$ cat src/rtl/iso_pwr_pkg.sv
// iso_pwr_pkg: shared types and constants
// for the two-domain isolation/power sequencer.
package iso_pwr_pkg;

  localparam int CNT_W           = 8;
  localparam int ISO_SETUP_DEF   = 4;
  localparam int ISO_HOLD_DEF    = 4;
  localparam int ACK_TIMEOUT_DEF = 200;

  typedef enum logic [2:0] {
    ST_OFF     = 3'd0,
    ST_UP_WAIT = 3'd1,
    ST_UP_HOLD = 3'd2,
    ST_ON      = 3'd3,
    ST_DN_ISO  = 3'd4,
    ST_DN_WAIT = 3'd5,
    ST_ERROR   = 3'd6
  } dom_state_e;

  typedef struct packed {
    logic iso;
    logic pwr_en;
    logic on;
    logic busy;
    logic err;
  } dom_out_t;

  // Output pattern owned by each state.
  function automatic dom_out_t state_outs(
    input dom_state_e s
  );
    dom_out_t o;
    o = '{iso: 1'b1, pwr_en: 1'b0,
          on: 1'b0, busy: 1'b0,
          err: 1'b0};
    unique case (s)
      ST_UP_WAIT,
      ST_UP_HOLD,
      ST_DN_ISO: begin
        o.pwr_en = 1'b1;
        o.busy   = 1'b1;
      end
      ST_ON: begin
        o.iso    = 1'b0;
        o.pwr_en = 1'b1;
        o.on     = 1'b1;
      end
      ST_DN_WAIT: o.busy = 1'b1;
      ST_ERROR:   o.err  = 1'b1;
      default:    ;
    endcase
    return o;
  endfunction

endpackage

$ cat src/rtl/iso_dom_fsm.sv
// iso_dom_fsm: one power domain sequencer
// with counter and registered outputs.
module iso_dom_fsm
  import iso_pwr_pkg::*;
#(
  parameter int ISO_SETUP   = ISO_SETUP_DEF,
  parameter int ISO_HOLD    = ISO_HOLD_DEF,
  parameter int ACK_TIMEOUT = ACK_TIMEOUT_DEF
) (
  input  logic clk,
  input  logic rst,
  input  logic req,
  input  logic ack,
  input  logic clr_err,
  output logic iso,
  output logic pwr_en,
  output logic on,
  output logic busy,
  output logic err
);

  localparam logic [CNT_W-1:0] SETUP_M1 =
    CNT_W'(ISO_SETUP - 1);
  localparam logic [CNT_W-1:0] HOLD_M1 =
    CNT_W'(ISO_HOLD - 1);
  localparam logic [CNT_W-1:0] TO_M1 =
    CNT_W'(ACK_TIMEOUT - 1);
  localparam logic [CNT_W-1:0] ONE =
    CNT_W'(1);

  dom_state_e       state_q, state_d;
  logic [CNT_W-1:0] cnt_q, cnt_d;
  dom_out_t         outs_q, outs_d;

  // Next state and counter; ack faults
  // outrank the normal sequence.
  always_comb begin
    state_d = state_q;
    cnt_d   = cnt_q;
    unique case (state_q)
      ST_OFF: begin
        if (req) begin
          state_d = ST_UP_WAIT;
          cnt_d   = '0;
        end
      end
      ST_UP_WAIT: begin
        if (ack) begin
          state_d = ST_UP_HOLD;
          cnt_d   = '0;
        end else if (cnt_q == TO_M1) begin
          state_d = ST_ERROR;
        end else begin
          cnt_d = cnt_q + ONE;
        end
      end
      ST_UP_HOLD: begin
        if (cnt_q == HOLD_M1) begin
          state_d = ST_ON;
        end else begin
          cnt_d = cnt_q + ONE;
        end
      end
      ST_ON: begin
        if (!ack) begin
          state_d = ST_ERROR;
        end else if (!req) begin
          state_d = ST_DN_ISO;
          cnt_d   = '0;
        end
      end
      ST_DN_ISO: begin
        if (cnt_q == SETUP_M1) begin
          state_d = ST_DN_WAIT;
          cnt_d   = '0;
        end else begin
          cnt_d = cnt_q + ONE;
        end
      end
      ST_DN_WAIT: begin
        if (!ack) begin
          state_d = ST_OFF;
          cnt_d   = '0;
        end else if (cnt_q == TO_M1) begin
          state_d = ST_ERROR;
        end else begin
          cnt_d = cnt_q + ONE;
        end
      end
      ST_ERROR: begin
        if (clr_err && !ack) begin
          state_d = ST_OFF;
          cnt_d   = '0;
        end
      end
      default: begin
        state_d = ST_OFF;
        cnt_d   = '0;
      end
    endcase
    outs_d = state_outs(state_d);
  end

  // State, counter and output registers.
  always_ff @(posedge clk) begin
    if (rst) begin
      state_q <= ST_OFF;
      cnt_q   <= '0;
      outs_q  <= state_outs(ST_OFF);
    end else begin
      state_q <= state_d;
      cnt_q   <= cnt_d;
      outs_q  <= outs_d;
    end
  end

  assign iso    = outs_q.iso;
  assign pwr_en = outs_q.pwr_en;
  assign on     = outs_q.on;
  assign busy   = outs_q.busy;
  assign err    = outs_q.err;

endmodule

$ cat src/rtl/iso_pwr_ctrl.sv
// iso_pwr_ctrl: two independent domain
// sequencers, B and C, wired side by side.
module iso_pwr_ctrl
  import iso_pwr_pkg::*;
#(
  parameter int ISO_SETUP   = ISO_SETUP_DEF,
  parameter int ISO_HOLD    = ISO_HOLD_DEF,
  parameter int ACK_TIMEOUT = ACK_TIMEOUT_DEF
) (
  input  logic       CLK,
  input  logic       RST,
  input  logic       PWR_REQ_B,
  input  logic       PWR_REQ_C,
  input  logic       PWR_ACK_B,
  input  logic       PWR_ACK_C,
  input  logic       CLR_ERR,
  output logic       ISOB,
  output logic       ISOC,
  output logic       PWR_EN_B,
  output logic       PWR_EN_C,
  output logic       ON_B,
  output logic       ON_C,
  output logic [1:0] BUSY,
  output logic [1:0] ERR
);

  logic busy_b, busy_c;
  logic err_b, err_c;

  iso_dom_fsm #(
    .ISO_SETUP  (ISO_SETUP),
    .ISO_HOLD   (ISO_HOLD),
    .ACK_TIMEOUT(ACK_TIMEOUT)
  ) u_dom_b (
    .clk    (CLK),
    .rst    (RST),
    .req    (PWR_REQ_B),
    .ack    (PWR_ACK_B),
    .clr_err(CLR_ERR),
    .iso    (ISOB),
    .pwr_en (PWR_EN_B),
    .on     (ON_B),
    .busy   (busy_b),
    .err    (err_b)
  );

  iso_dom_fsm #(
    .ISO_SETUP  (ISO_SETUP),
    .ISO_HOLD   (ISO_HOLD),
    .ACK_TIMEOUT(ACK_TIMEOUT)
  ) u_dom_c (
    .clk    (CLK),
    .rst    (RST),
    .req    (PWR_REQ_C),
    .ack    (PWR_ACK_C),
    .clr_err(CLR_ERR),
    .iso    (ISOC),
    .pwr_en (PWR_EN_C),
    .on     (ON_C),
    .busy   (busy_c),
    .err    (err_c)
  );

  assign BUSY = {busy_c, busy_b};
  assign ERR  = {err_c, err_b};

endmodule

$ cat config.mk
export PLATFORM = sky130hd
export DESIGN_NAME = iso_pwr_ctrl
export DESIGN_NICKNAME = d
export VERILOG_FILES = /design/src/rtl/iso_pwr_pkg.sv /design/src/rtl/iso_dom_fsm.sv /design/src/rtl/iso_pwr_ctrl.sv
export SDC_FILE = /design/constraint.sdc
export NUM_CORES = 1
export LEC_CHECK = 0
export CORE_UTILIZATION = 45
export DETAILED_ROUTE_END_ITERATION = 10
export SYNTH_ARGS = -nofsm -noshare
export SYNTH_HDL_FRONTEND = slang
export SYNTH_SLANG_ARGS = --single-unit
$ cat constraint.sdc
create_clock -name CLK -period 4.9 [get_ports CLK]
set_clock_uncertainty 0.05 [all_clocks]
set_input_delay 0.98 -clock CLK [delete_from_list [all_inputs] [get_ports CLK]]
set_output_delay 0.98 -clock CLK [all_outputs]
set_load 0.03 [all_outputs]
Word level (Yosys, flattened, before mapping)
Index checks and enable logic that the tools add are counted.
W data, S select, Z words.
- register bits after elaboration: 32
- input port bits: 7
- output and inout bits: 10
- word-level logic and storage cells: 116
- add/sub/neg operators: 2
- equality and inequality tests: 38
- muxes and demuxes: 50
- reduce and logical (&&, ||, !) cells: 12
- operator list (operator ; number):
    $mux W8 ; 18
    $pmux W8 S7 ; 2
    $mux W3 ; 18
    $pmux W3 S7 ; 2
    $eq A3 B3 Y1 const B ; 12
    $eq A3 B2 Y1 const B ; 8
    $add A8 B1 Y8 const B ; 2
    $eq A8 B2 Y1 const B ; 2
    $eq A8 B8 Y1 const B ; 2
    $ne A2 B2 Y1 const B ; 8
    $reduce_or A4 Y1 ; 4
    $eq A3 B1 Y1 const B ; 4
    $mux W1 ; 10
    $reduce_and A5 Y1 ; 2
    $logic_not A3 Y1 ; 2
    $ne A2 B1 Y1 const B ; 2
    $logic_and A1 B1 Y1 ; 2
    $logic_not A1 Y1 ; 2

Longest topological paths before layout
- depth in word-level cells: 7
- mapped depth: 7

Cells and area by module
A second synthesis with hierarchy kept.
- cells, all modules: 242
- area, all modules: 1989.4 um^2
- modules (own cells, without submodules) (module ; times used ; cells each ; area each (um^2) ; sequential area each (um^2)):
    iso_dom_fsm ; 2 ; 119 ; 979.7 ; 320.3
    iso_pwr_ctrl ; 1 ; 4 ; 30.0 ; 0.0

Worst setup path before layout
OpenSTA, ideal clock, no wires.
- kind: in2reg
- from: in PWR_ACK_B
- to: reg u_dom_b.cnt_q[2]
- arrival time: 2232 ps
- path slack: 2496 ps
- cell stages on the path: 6
- buffers on the path: 1
- cells stage by stage: buf_4 > nand2b_1 > a22o_1 > a22o_1 > o21a_1 > a221o_1
- cells in the longest elaborated chain, start to end: 4
- elaborated cells on any way between the ends: 8
- RTL lines (what ; line ; RTL):
    from (decl) ; iso_pwr_ctrl.sv:14 ; input logic PWR_ACK_B,
    $logic_not A1 Y1 ; n/a ;
    $logic_and A1 B1 Y1 ; iso_dom_fsm.sv:91 ; if (clr_err && !ack) begin
    $ne A2 B1 Y1 (no source line) ; n/a ;
    $reduce_and A5 Y1 (no source line) ; n/a ;
    to (signal assigned) ; iso_dom_fsm.sv:112 ; cnt_q <= cnt_d;
    to (decl) ; iso_dom_fsm.sv:32 ; logic [CNT_W-1:0] cnt_q, cnt_d;
Several ways; a longest one is shown, not always the timed one.
A chain may end at the register's enable or synchronous reset.

Final worst setup path
Same ends and word-level chain as after synthesis.

==> results.cfg <==
[outcome]
status = completed

[min_path]
min_from = u_dom_c.cnt_q[1]
hp-class = register to register

[critical_path]
path_class = input port to register
critPathCaptureType = register
worstPathMaxFanout = 10
worstSetupStartpointType = input port
critPathLaunch = PWR_ACK_B
required_ns = 5.02
arrival_ns = 2.92
path_cells = clkdlybuf4s50_1 -> nand2b_1 -> a22o_1 -> a22o_1 -> o21a_1 -> a221o_1
crit_top_cell = a22o_1
slowest_stage = clkdlybuf4s50_1
slowest_delay_ns = 0.67
r2r_start = u_dom_c.cnt_q[0]

[sta]
report.final.slew_viol_count = 0
max_freq_mhz = 357.0
rsz0062_at_grt = false
slew_headroom = 0.5325
worst_pin_slew_ns = 0.6948
finalSetupViolCount = 0
fin_crit_sh = 0.5716
tns_ns = 0
finalHoldViolCount = 0
min_period_ns = 2.801

[detailed_routing]
drt_first_pass_iters = 4
postRouteAntennaNets = 0
drc_errors = 0
viasPerCell = 5.875
vias = 1874
drtIter0Drc = 141
routed_wl_mm = 4.373
wl_per_cell_um = 13.71

[grt]
antenna_found_initial = 0
grt_max_degree = 25
grt.total_usage = 0.1965
gr-total-overflow = 0
grt_pass1_wl_mm = 7.803
grt_pass1_vias = 1684

[power]
combPwrFrac = 0.193
p_int_uw = 434.1
p_clk_frac = 0.341
switchingPower_uw = 174.5
p_per_area_mw_per_mm2 = 262.9
leakage_nw = 0.8487
p_seq_frac = 0.465
ir_drop_uv = 172.3
swShare = 0.2867

[finish]
drive_gt1_frac = 0.08614
mostFrequentLayoutCells = dfxtp_1 (32), nand2_1 (22), nor2_1 (18), clkdlybuf4s50_1 (16), nand3_1 (13)
layout_commonest_cell = dfxtp_1
synthToLayoutAreaGrowth_pct = 11.45
final_cells = 319
nets = 275
antenna_cells = 0

[clock_tree]
post_cts_buffers = 0
clockBufferDepth = 2
cts_tree = yes
clkSinkCount = 32
cts-root-buf = clkbuf_8
numCtsBuffers = 5
clk_pin_slew_ns = 0.07
cts_resized = 0
htreeDepth = 2
cts_hold_buf = 0
clk_latency_ns = 0.28

[place]
port_buffers = 16
gp_congestion = 0.7803
hpwlAfterDp_mm = 3.027
dp.cells = 311

[synthesis]
yosys_warnings = 0
ys.flop_type = dfxtp_1
ys_types = 65
syn_avg_cell_area_sq_um = 8.082
syn-num-nets = 266
synth-edff-count = 0
syn-cell-area_sq_mm = 0.002077
syn_inst = 257
synthArstFlopShare = 0
yosys_register_bits = 32
synth-seq-area-share = 0.3084

[floorplanning]
io_pins = 17
die-width_um = 69.94
initial_core_util = 0.4737
dieHeight_um = 69.94
die_area_sq_mm = 0.004891
core_sq_mm = 0.004384
rows = 24

[run]
drv_cap = 0
==> sequential cells by signal, indices dropped and copies added (netlist names) <==
signal           count
u_dom_c.cnt_q        8
u_dom_b.on           1
u_dom_c.busy         1
u_dom_b.err          1
u_dom_c.state_q      3
u_dom_b.iso          1
u_dom_c.err          1
u_dom_c.on           1
u_dom_c.pwr_en       1
u_dom_b.cnt_q        8
u_dom_b.busy         1
u_dom_b.state_q      3
u_dom_c.iso          1
u_dom_b.pwr_en       1
==> per-stage QoR <==
step	power (mW)	utilization	area [sq um]	hold WS (ns)	setup slack, ns
after floorplan	0.3769	-	2077	0.4072	2.496
final	0.6086	0.5280	2315	0.4371	2.099
after CTS	0.6129	0.5280	2315	0.4389	2.126
after detailed placement	0.4058	0.5074	2225	0.4295	1.837
after global placement	0.4070	0.5074	2225	0.4216	1.848
after global routing	0.6392	0.5280	2315	0.4926	1.908
==> worst max-delay path: cells and delay by family <==
kind,cells,cell delay (ns)
compound gates,4,1.15
buf+inv,1,0.67
simple gates,1,0.10
==> final timing paths <==
check | slack [ns] | end | cells after the start
min | 0.44 | u_dom_c.cnt_q[1] | 2
min reg2reg | 0.44 | u_dom_c.cnt_q[1] | 2
max reg2reg | 2.66 | u_dom_c.cnt_q[3] | 6
max | 2.10 | u_dom_b.cnt_q[2] | 6
==> logic make-up (layout without fill, tap and decap cells) <==
family / count (synthesis) / in the layout / share of synthesized area
AND/OR/NAND/NOR: 121 / 121 / 0.3295
AO/OA/AOI/OAI: 64 / 64 / 0.2356
flip-flops: 32 / 32 / 0.3084
buffers and inverters: 26 / 36 / 0.06083
XOR/XNOR: 7 / 7 / 0.02952
multiplexers: 5 / 5 / 0.02410
adder cells (fa/ha/maj): 2 / 2 / 0.01205
==> routing by layer <==
layer	vias to the layer above	GRT usage	part of all wire	wire (um)
li1	967	-	-	-
met1	857	0.2840	0.52	2254
met2	44	0.2895	0.41	1812
met3	6	0.04040	0.057	248
met4	0	0.06667	0.013	58
met5	-	0	0	0
==> power by group through the flow <==
stage	Sequential, mW	Clock (mW)	Combinational [mW]
final	0.283	0.208	0.118
after global routing	0.285	0.223	0.131
after CTS	0.283	0.212	0.118
after detailed placement	0.289	0	0.117
after global placement	0.289	0	0.118
after floorplan	0.287	0	0.0896
==> Yosys cell counts (all sizes together) (3+ instances only) <==
| cell | number | area (sq um) |
|---|---|---|
| nor3b | 4 | 30.03 |
| xor2 | 3 | 26.28 |
| a21o | 5 | 37.54 |
| dfxtp | 32 | 640.6 |
| nor2b | 8 | 50.05 |
| nand2 | 23 | 88.84 |
| nand2b | 5 | 31.28 |
| and2 | 4 | 25.03 |
| inv | 10 | 37.53 |
| nand3 | 13 | 65.06 |
| buf | 11 | 70.06 |
| nor2 | 18 | 67.56 |
| nand3b | 4 | 30.03 |
| xnor2 | 4 | 35.03 |
| o21ai | 9 | 48.80 |
| o211ai | 3 | 22.52 |
| or2 | 6 | 37.53 |
| nand4b | 4 | 35.03 |
| and3 | 4 | 25.02 |
| nor3 | 7 | 35.03 |
| a22o | 3 | 26.28 |
| a221oi | 3 | 32.53 |
| clkbuf | 4 | 15.01 |
| a211oi | 3 | 35.03 |
| or3 | 6 | 47.54 |
| nand4 | 8 | 50.05 |
| a21oi | 11 | 55.05 |
| mux2i | 5 | 50.05 |
==> cell type report <==
type	count	area, sq um
clock buffer	8	90.09
fill	429	2069
inverter	11	41.29
multi-input combinational	199	1310
sequential	32	640.6
tap	52	65.06
timing repair buffer	17	167.7
Note: power is estimated with default switching activity, not from simulation.
